<file path="config.mk">
export PLATFORM = sky130hd
export DESIGN_NAME = pc_step_sequencer_flat
export DESIGN_NICKNAME = d
export VERILOG_FILES = /design/src/rtl/pc_step_sequencer_if.sv /design/src/rtl/pc_step_sequencer.sv /design/src/flat_wrapper.sv
export SDC_FILE = /design/constraint.sdc
export NUM_CORES = 1
export LEC_CHECK = 0
export ABC_AREA = 1
export BUFFER_PORTS_ARGS = -buffer_cell sky130_fd_sc_hd__buf_2
export CORE_ASPECT_RATIO = 1.25
export CORE_MARGIN = 2
export CORE_UTILIZATION = 59
export CTS_CLUSTER_SIZE = 20
export DETAILED_ROUTE_END_ITERATION = 6
export PLACE_DENSITY = 0.82
export SYNTH_ARGS = -nofsm -noshare
export SYNTH_HDL_FRONTEND = slang
export SYNTH_SLANG_ARGS = --single-unit
</file>
<file path="constraint.sdc">
create_clock -name clk -period 2.9 [get_ports clk]
set_input_delay 0.145 -clock clk [delete_from_list [all_inputs] [get_ports clk]]
set_output_delay 0.145 -clock clk [all_outputs]
set_load 0.1 [all_outputs]
</file>
<file path="src/rtl/pc_step_sequencer_if.sv">
// Request/grant and asynchronous-PC handshake bundle of the step sequencer.
// slave is the sequencer side; master is the requester/PC-model side.
interface pc_step_sequencer_if;
    logic       req_fetch;
    logic       req_skip;
    logic [1:0] skip_inc;
    logic       pc_ack;
    logic [7:0] pc_data;
    logic [1:0] pc_inc;
    logic       pc_ack_out;
    logic [7:0] pc_value;
    logic       gnt_fetch;
    logic       gnt_skip;
    logic       busy;
    logic       err_timeout;

    modport slave (
        input  req_fetch, req_skip, skip_inc, pc_ack, pc_data,
        output pc_inc, pc_ack_out, pc_value, gnt_fetch, gnt_skip, busy, err_timeout
    );

    modport master (
        output req_fetch, req_skip, skip_inc, pc_ack, pc_data,
        input  pc_inc, pc_ack_out, pc_value, gnt_fetch, gnt_skip, busy, err_timeout
    );
endinterface

</file>
<file path="src/rtl/pc_step_sequencer.sv">
// Round-robin fetch/skip arbiter driving a 4-phase handshake to an async PC stage.
// Latency: grant 1 cycle after request; step = ack wait + SYNC_STAGES + SETTLE + release + DONE.
// Backpressure: requests are level-held; one step in flight, ack waits bounded by TIMEOUT.
module pc_step_sequencer #(
    parameter int unsigned SYNC_STAGES = 2,
    parameter int unsigned SETTLE      = 3,
    parameter int unsigned TIMEOUT     = 255,
    parameter logic [1:0]  FETCH_INC   = 2'b01
) (
    input logic                clk,
    input logic                rst,
    pc_step_sequencer_if.slave bus
);
    typedef enum logic [2:0] {
        S_IDLE,
        S_ISSUE,
        S_SETTLE_W,
        S_RELEASE,
        S_DONE
    } state_t;

    localparam logic [7:0] TO_LAST  = 8'(TIMEOUT - 1);
    localparam logic [3:0] SET_LAST = 4'(SETTLE - 1);

    state_t                 state_q, state_d;
    logic [SYNC_STAGES-1:0] sync_q, sync_d;
    logic                   sack;
    logic                   seen_low_q, seen_low_d;
    logic [7:0]             to_cnt_q, to_cnt_d;
    logic [3:0]             settle_cnt_q, settle_cnt_d;
    logic [1:0]             code_q, code_d;
    logic                   win_skip_q, win_skip_d;
    logic                   last_skip_q, last_skip_d;
    logic [1:0]             pc_inc_q, pc_inc_d;
    logic                   pc_ack_out_q, pc_ack_out_d;
    logic [7:0]             pc_value_q, pc_value_d;
    logic                   gnt_fetch_q, gnt_fetch_d;
    logic                   gnt_skip_q, gnt_skip_d;
    logic                   busy_q, busy_d;
    logic                   err_q, err_d;
    logic                   pick_skip;
    logic [1:0]             sel_code;

    always_comb begin
        sync_d = {sync_q[SYNC_STAGES-2:0], bus.pc_ack};
        sack   = sync_q[SYNC_STAGES-1];
    end

    // Skip wins when it is alone, or on a tie when fetch was served last.
    always_comb begin
        pick_skip = bus.req_skip && (!bus.req_fetch || !last_skip_q);
        sel_code  = pick_skip ? bus.skip_inc : FETCH_INC;
    end

    always_comb begin
        state_d      = state_q;
        seen_low_d   = seen_low_q;
        to_cnt_d     = to_cnt_q;
        settle_cnt_d = settle_cnt_q;
        code_d       = code_q;
        win_skip_d   = win_skip_q;
        last_skip_d  = last_skip_q;
        pc_inc_d     = pc_inc_q;
        pc_ack_out_d = pc_ack_out_q;
        pc_value_d   = pc_value_q;
        gnt_fetch_d  = 1'b0;
        gnt_skip_d   = 1'b0;
        err_d        = err_q;

        unique case (state_q)
            S_IDLE: begin
                if (bus.req_fetch || bus.req_skip) begin
                    win_skip_d = pick_skip;
                    code_d     = sel_code;
                    if (sel_code == 2'b00) begin
                        // A zero code has nothing to step: complete without touching the PC.
                        state_d     = S_DONE;
                        gnt_skip_d  = pick_skip;
                        gnt_fetch_d = !pick_skip;
                    end else begin
                        state_d    = S_ISSUE;
                        pc_inc_d   = sel_code;
                        to_cnt_d   = 8'd0;
                        seen_low_d = 1'b0;
                    end
                end
            end
            S_ISSUE: begin
                to_cnt_d = to_cnt_q + 8'd1;
                if (!sack) seen_low_d = 1'b1;
                // Only a rise observed after entry counts; a stale high ack is ignored.
                if (sack && seen_low_q) begin
                    state_d      = S_SETTLE_W;
                    settle_cnt_d = 4'd0;
                end else if (to_cnt_q == TO_LAST) begin
                    state_d      = S_IDLE;
                    err_d        = 1'b1;
                    pc_inc_d     = 2'b00;
                    pc_ack_out_d = 1'b0;
                end
            end
            S_SETTLE_W: begin
                if (settle_cnt_q == SET_LAST) begin
                    pc_value_d   = bus.pc_data;
                    pc_ack_out_d = 1'b1;
                    pc_inc_d     = 2'b00;
                    to_cnt_d     = 8'd0;
                    state_d      = S_RELEASE;
                end else begin
                    settle_cnt_d = settle_cnt_q + 4'd1;
                end
            end
            S_RELEASE: begin
                to_cnt_d = to_cnt_q + 8'd1;
                if (!sack) begin
                    pc_ack_out_d = 1'b0;
                    state_d      = S_DONE;
                    gnt_skip_d   = win_skip_q;
                    gnt_fetch_d  = !win_skip_q;
                end else if (to_cnt_q == TO_LAST) begin
                    state_d      = S_IDLE;
                    err_d        = 1'b1;
                    pc_inc_d     = 2'b00;
                    pc_ack_out_d = 1'b0;
                end
            end
            S_DONE: begin
                last_skip_d = win_skip_q;
                state_d     = S_IDLE;
            end
            default: state_d = S_IDLE;
        endcase

        busy_d = (state_d != S_IDLE);
    end

    always_ff @(posedge clk or posedge rst) begin
        if (rst) begin
            state_q      <= S_IDLE;
            sync_q       <= '0;
            seen_low_q   <= 1'b0;
            to_cnt_q     <= 8'd0;
            settle_cnt_q <= 4'd0;
            code_q       <= 2'b00;
            win_skip_q   <= 1'b0;
            last_skip_q  <= 1'b1;
            pc_inc_q     <= 2'b00;
            pc_ack_out_q <= 1'b0;
            pc_value_q   <= 8'h00;
            gnt_fetch_q  <= 1'b0;
            gnt_skip_q   <= 1'b0;
            busy_q       <= 1'b0;
            err_q        <= 1'b0;
        end else begin
            state_q      <= state_d;
            sync_q       <= sync_d;
            seen_low_q   <= seen_low_d;
            to_cnt_q     <= to_cnt_d;
            settle_cnt_q <= settle_cnt_d;
            code_q       <= code_d;
            win_skip_q   <= win_skip_d;
            last_skip_q  <= last_skip_d;
            pc_inc_q     <= pc_inc_d;
            pc_ack_out_q <= pc_ack_out_d;
            pc_value_q   <= pc_value_d;
            gnt_fetch_q  <= gnt_fetch_d;
            gnt_skip_q   <= gnt_skip_d;
            busy_q       <= busy_d;
            err_q        <= err_d;
        end
    end

    assign bus.pc_inc      = pc_inc_q;
    assign bus.pc_ack_out  = pc_ack_out_q;
    assign bus.pc_value    = pc_value_q;
    assign bus.gnt_fetch   = gnt_fetch_q;
    assign bus.gnt_skip    = gnt_skip_q;
    assign bus.busy        = busy_q;
    assign bus.err_timeout = err_q;
endmodule

</file>
<file path="src/flat_wrapper.sv">
// flat-port wrapper written by rule: the top's interface ports become plain ports
module pc_step_sequencer_flat 
#(
    parameter int unsigned SYNC_STAGES = 2,
    parameter int unsigned SETTLE      = 3,
    parameter int unsigned TIMEOUT     = 255,
    parameter logic [1:0]  FETCH_INC   = 2'b01
)
  (clk, rst, bus_req_fetch, bus_req_skip, bus_skip_inc, bus_pc_ack, bus_pc_data, bus_pc_inc, bus_pc_ack_out, bus_pc_value, bus_gnt_fetch, bus_gnt_skip, bus_busy, bus_err_timeout);
  pc_step_sequencer_if bus_i ();
  input logic clk;
  input logic rst;
  input wire logic [$bits(bus_i.req_fetch)-1:0] bus_req_fetch;
  input wire logic [$bits(bus_i.req_skip)-1:0] bus_req_skip;
  input wire logic [$bits(bus_i.skip_inc)-1:0] bus_skip_inc;
  input wire logic [$bits(bus_i.pc_ack)-1:0] bus_pc_ack;
  input wire logic [$bits(bus_i.pc_data)-1:0] bus_pc_data;
  output wire logic [$bits(bus_i.pc_inc)-1:0] bus_pc_inc;
  output wire logic [$bits(bus_i.pc_ack_out)-1:0] bus_pc_ack_out;
  output wire logic [$bits(bus_i.pc_value)-1:0] bus_pc_value;
  output wire logic [$bits(bus_i.gnt_fetch)-1:0] bus_gnt_fetch;
  output wire logic [$bits(bus_i.gnt_skip)-1:0] bus_gnt_skip;
  output wire logic [$bits(bus_i.busy)-1:0] bus_busy;
  output wire logic [$bits(bus_i.err_timeout)-1:0] bus_err_timeout;
  assign bus_i.req_fetch = bus_req_fetch;
  assign bus_i.req_skip = bus_req_skip;
  assign bus_i.skip_inc = bus_skip_inc;
  assign bus_i.pc_ack = bus_pc_ack;
  assign bus_i.pc_data = bus_pc_data;
  assign bus_pc_inc = bus_i.pc_inc;
  assign bus_pc_ack_out = bus_i.pc_ack_out;
  assign bus_pc_value = bus_i.pc_value;
  assign bus_gnt_fetch = bus_i.gnt_fetch;
  assign bus_gnt_skip = bus_i.gnt_skip;
  assign bus_busy = bus_i.busy;
  assign bus_err_timeout = bus_i.err_timeout;
  pc_step_sequencer #(.SYNC_STAGES(SYNC_STAGES), .SETTLE(SETTLE), .TIMEOUT(TIMEOUT), .FETCH_INC(FETCH_INC)) u_core (.clk(clk), .rst(rst), .bus(bus_i));
endmodule
</file>
After elaboration in Yosys (flattened, before gate mapping)
Cells that the tools add are included.

storage, ports and cells
  bits in registers = 35
  latch bits = 0
  bits in writable memories = 0
  bits in read-only memories = 0
  input bits = 15
  logic and storage cells = 99
  memories kept = 0

operators by class
  add/subtract/negate cells = 2
  multipliers = 0
  divide/modulo/power cells = 0
  magnitude comparators = 0
  equal/unequal tests = 14
  shift operators = 0
  mux-type cells = 43
  bitwise logic cells = 0
  reductions and logical operators = 26

operator list
  kind                 number
  $mux 8               3
  $pmux 8 s3           1
  $mux 3               6
  $mux 1               16
  $mux 2               7
  $pmux 3 s4           1
  $reduce_and 3->1     3
  $reduce_bool 3->1    3
  $add 8x1->8 const B  1
  $eq 8x8->1 const B   1
  $mux 4               2
  $ne 2x1->1 const B   4
  $ne 2x2->1 const B   4
  $pmux 1 s2           4
  $pmux 2 s4           1
  $pmux 4 s2           1
  $reduce_and 4->1     2
  $eq 3x2->1 const B   2
  $reduce_and 6->1     1
  $reduce_bool 2->1    3
  $add 4x1->4 const B  1
  $eq 4x2->1 const B   1
  $logic_not 1->1      4
  $reduce_and 2->1     2
  9 further kinds      11

Logic depth before layout (Yosys ltp)
  word-level depth = 9
  gate-level depth with buffers = 9
  depth with buffers taken out = 9

Least setup slack after synthesis
Ideal clock, no wire load.

  path type = register to register
  from = reg u_core.settle_cnt_q[0]
  to = reg u_core.pc_value_q[0] (netlist: u_core.bus.pc_value[0])
  arrival = 1.222 ns
  data required time = 2.774 ns
  slack = 1.552 ns
  stages on the path, launching flop included = 7
  cell sequence = dfrtp_1 -> inv_1 -> ha_1 -> nand3_1 -> inv_1 -> nand2_2 -> mux2_2

between the ends
  word-level cells in the longest chain between the ends = 2

RTL lines
  what                        line                      RTL
  from (decl)                 pc_step_sequencer.sv:30   logic [3:0] settle_cnt_q, settle_cnt_d;
  from (signal assigned)      pc_step_sequencer.sv:159  settle_cnt_q <= settle_cnt_d;
  $eq 4x2->1                  pc_step_sequencer.sv:103  if (settle_cnt_q == SET_LAST) begin
  $reduce_and 2->1 (no line)  --
  to (signal assigned)        pc_step_sequencer.sv:165  pc_value_q <= pc_value_d;
  to (decl)                   pc_step_sequencer.sv:36   logic [7:0] pc_value_q, pc_value_d;

No other way between the ends.
A chain may end at the register's enable or synchronous reset.

Worst setup path after layout
  from = reg u_core.settle_cnt_q[0]
  to = reg u_core.to_cnt_q[4]

between the ends
  word-level cells in the longest chain between the ends = 3

RTL lines
  what                        line                      RTL
  $eq 4x2->1                  pc_step_sequencer.sv:103
  $ne 2x1->1 (no line)        --
  $reduce_and 4->1 (no line)  --
  to (signal assigned)        pc_step_sequencer.sv:158  to_cnt_q <= to_cnt_d;
  to (decl)                   pc_step_sequencer.sv:29   logic [7:0] to_cnt_q, to_cnt_d;

No other way between the ends.

==> impl_metrics.yaml <==
outcome:
  status: "complete, no violations"
final_layout:
  syn2layout_area_growth_pct: 16.95
  drive_gt1_frac: 0.2227
  layout.cells.non_filler: 272
  fillers: 205
  final-seq-area_sq_um: 877.1
  nets: 256
  diodes: 0
  multiInputGateArea_sq_um: 710.7
grt:
  grt_usage: 0.2309
  grt_pass1_wl_microns: 5623
  grt_max_degree: 36
  antenna_found_initial: 0
  grt_pass1_vias: 1373
  grt_overflow: 0
routing:
  drtPass1Iterations: 4
  postRouteAntennaNets: 0
  drc: 0
  drtIter0Drc: 51
  wl_per_cell_microns: 12.49
  vias: 1435
  viasPerCell: 5.276
  wirelength_microns: 3398
floorplanning:
  initial_core_util: 0.6301
  die_w_microns: 52.09
  die_h_microns: 64.11
  core_sq_mm: 0.002706
  die_area_sq_mm: 0.003339
  num_io_pins: 30
  rows: 21
worst_setup_path:
  cp-end-kind: "flip-flop"
  ff2ff_path_depth: 7
  start_kind: "flip-flop"
  cp.buffers_inverters: 1
  crit_type: "reg -> reg"
  cp-startpoint: "u_core.settle_cnt_q[0]"
  crit_family: "compound AO/OA/AOI/OAI gates"
  cp_slowest_cell: "dfrtp_1"
  cpPeakStageDelay_ns: 0.41
  r2r_slack_ns: 1.26
  required_ns: 3.09
  cp_max_fo: 6
  crit_cells: 7
  cp_common_cell: "nand2_1"
  path_cells: "inv_1 -> ha_1 -> nand3_1 -> nand2_1 -> nand2_1 -> a21oi_1 -> o21ai_0"
  crit-reg2reg-launch: "u_core.settle_cnt_q[0]"
  crit_arrival_ns: 1.83
timing:
  tightest_slew_ns: 0.4921
  fin_crit_ns: 1.642
  slew_headroom: 0.6742
  slew_viol_final: 0
  setup-tns-final_ns: 0
  max_freq_ghz: 0.6089
  hold_viol: 0
  rsz0062_at_grt: "false"
  finClkSkew_ns: 0.008962
  min_period_over_period: 0.5663
  setup_violations: 0
pwr:
  peakVddDrop_v: 0.0007590
  cellLeakagePower_nw: 1.055
  seq_power_share: 0.377
  p_sw_w: 0.0008639
  internal_power_w: 0.0009837
  p_sw_frac: 0.4676
  combPwrFrac: 0.430
  clockPowerShare: 0.193
  power_density_mw_per_mm2: 926.4
placement:
  placedCellCount: 262
  hpwl_microns: 2521
  port_buffers: 29
  place.gp.congestion: 0.8954
clock_network:
  clk_path_buf_depth: 2
  cts_tree: "built"
  clk_pin_slew_ns: 0.10
  cts_num_sinks: 35
  cts_hold_buf: 2
  insertion_delay_ns: 0.33
  numCtsBuffers: 5
  h-tree-depth: 2
  clockRootBuffer: "clkbuf_4"
  postCtsResizedCells: 0
  cts_setup_buffers: 0
logic_synthesis:
  ys_ff_latch: 35
  synth.avg_cell_area_sq_um: 8.527
  syn_area_sq_mm: 0.001705
  synthDistinctLibCells: 25
  synth_cells: 200
  synthesis.nets: 219
  yosysWarnings: 0
  yosysSeqAreaShare: 0.5143
hold_path:
  hold_start: "bus_pc_data[2]"
  whs_path_depth: 2
  hp-class: "in -> reg"
run:
  cap_violations: 0
-- power by group through the flow --
stage	Sequential, W	Clock (W)	Combinational, W
final	0.000697	0.000356	0.000795
after global routing	0.000711	0.000393	0.000866
after CTS	0.000695	0.000365	0.000797
after detailed placement	0.000704	0	0.000789
after global placement	0.000699	0	0.000770
after floorplan	0.000908	0	0.000418
-- per-layer routing --
| metal | wire (microns) | part of all wire | vias to the layer above | GRT usage |
|---|---|---|---|---|
| met2 | 1759 | 0.52 | 45 | 0.4193 |
| met5 | 0 | 0 | - | 0 |
| met4 | 41 | 0.012 | 0 | 0.06908 |
| met3 | 139 | 0.041 | 5 | 0.07009 |
| met1 | 1457 | 0.43 | 667 | 0.2488 |
| li1 | - | - | 718 | - |
-- path summary, 6_finish.rpt --
kind,end
hold / removal,u_core.bus.pc_value[2]
setup / recovery,u_core.to_cnt_q[4]
setup reg to reg,u_core.to_cnt_q[4]
min in group asynchronous,u_core.settle_cnt_q[2]
max in group asynchronous,u_core.last_skip_q
hold reg to reg,u_core.sync_q[1]
-- cells in the mapped netlist (all sizes together) --
cell type / n / share of area
ha: 4 / 0.029
nand2: 56 / 0.12
o211ai: 1 / 0.0044
a21oi: 4 / 0.012
inv: 28 / 0.062
nor2: 16 / 0.035
nand3b: 1 / 0.0044
mux2: 8 / 0.053
nand3: 19 / 0.056
nor3: 2 / 0.015
nand4: 2 / 0.0073
dfstp: 1 / 0.015
o31ai: 1 / 0.0044
o21ai: 13 / 0.038
buf: 2 / 0.0073
dfrtp: 34 / 0.50
a21boi: 1 / 0.0044
or2: 2 / 0.0073
a31oi: 2 / 0.0073
o22ai: 1 / 0.0037
xor2: 2 / 0.010
-- stage by stage --
stage / hold WS (ns) / area (sq um) / total power (W) / setup WS, ns / util
detailed placement: 0.2547 / 1888 / 0.001493 / 1.272 / 0.6976
global route: 0.01290 / 1994 / 0.001971 / 1.088 / 0.7369
floorplan: 0.1764 / 1705 / 0.001325 / 1.552 / -
finish: 0.04023 / 1994 / 0.001848 / 1.258 / 0.7369
global placement: 0.2537 / 1888 / 0.001470 / 1.288 / 0.6976
CTS: 0.02926 / 1994 / 0.001856 / 1.249 / 0.7369
-- area by class of cell --
class                           count  share of cell area
Clock buffer                        6             0.02572
Timing Repair Buffer               32             0.08657
Tap cell                           34             0.02133
Sequential cell                    35              0.4398
Clock inverter                      2             0.01757
Inverter                           28             0.05270
Multi-Input combinational cell    135              0.3563
-- flip-flops by register name, summed over array words and instances (netlist names) --
name / cells
u_core.bus.pc_value: 8
u_core.to_cnt_q: 8
u_core.settle_cnt_q: 4
u_core.state_q: 3
u_core.bus.pc_inc: 2
u_core.sync_q: 2
u_core.bus.busy: 1
u_core.bus.err_timeout: 1
u_core.bus.gnt_fetch: 1
u_core.bus.gnt_skip: 1
u_core.bus.pc_ack_out: 1
u_core.last_skip_q: 1
u_core.seen_low_q: 1
u_core.win_skip_q: 1
-- cells by family after synthesis --
group / after synthesis / share of synthesized area
xor+xnor: 2 / 0.01027
compound gates: 23 / 0.07411
flops: 35 / 0.5143
mux: 8 / 0.05283
simple gates: 98 / 0.2502
buf+inv: 30 / 0.06896
fa+ha+maj: 4 / 0.02935
-- cell usage in the layout (no fill, tap or decap) --
cell	count
nand2_1	55
dfrtp_1	34
buf_2	29
inv_1	27
nand3_1	19
nor2_1	16
o21ai_0	13
mux2_2	8
clkbuf_4	5
a21oi_1	4
ha_1	4
nand4_1	2
or2_2	2
xor2_1	2
a31oi_1	2
dlygate4sd3_1	2
inv_2	1
nor3_4	1
nand2_2	1
nand3b_1	1
nor3_2	1
a21boi_0	1
o211ai_1	1
o31ai_1	1
o22ai_1	1
clkbuf_8	1
bufinv_16	1
clkinv_2	1
buf_4	1
dfstp_2	1
Note: power is estimated with default switching activity, not from simulation.
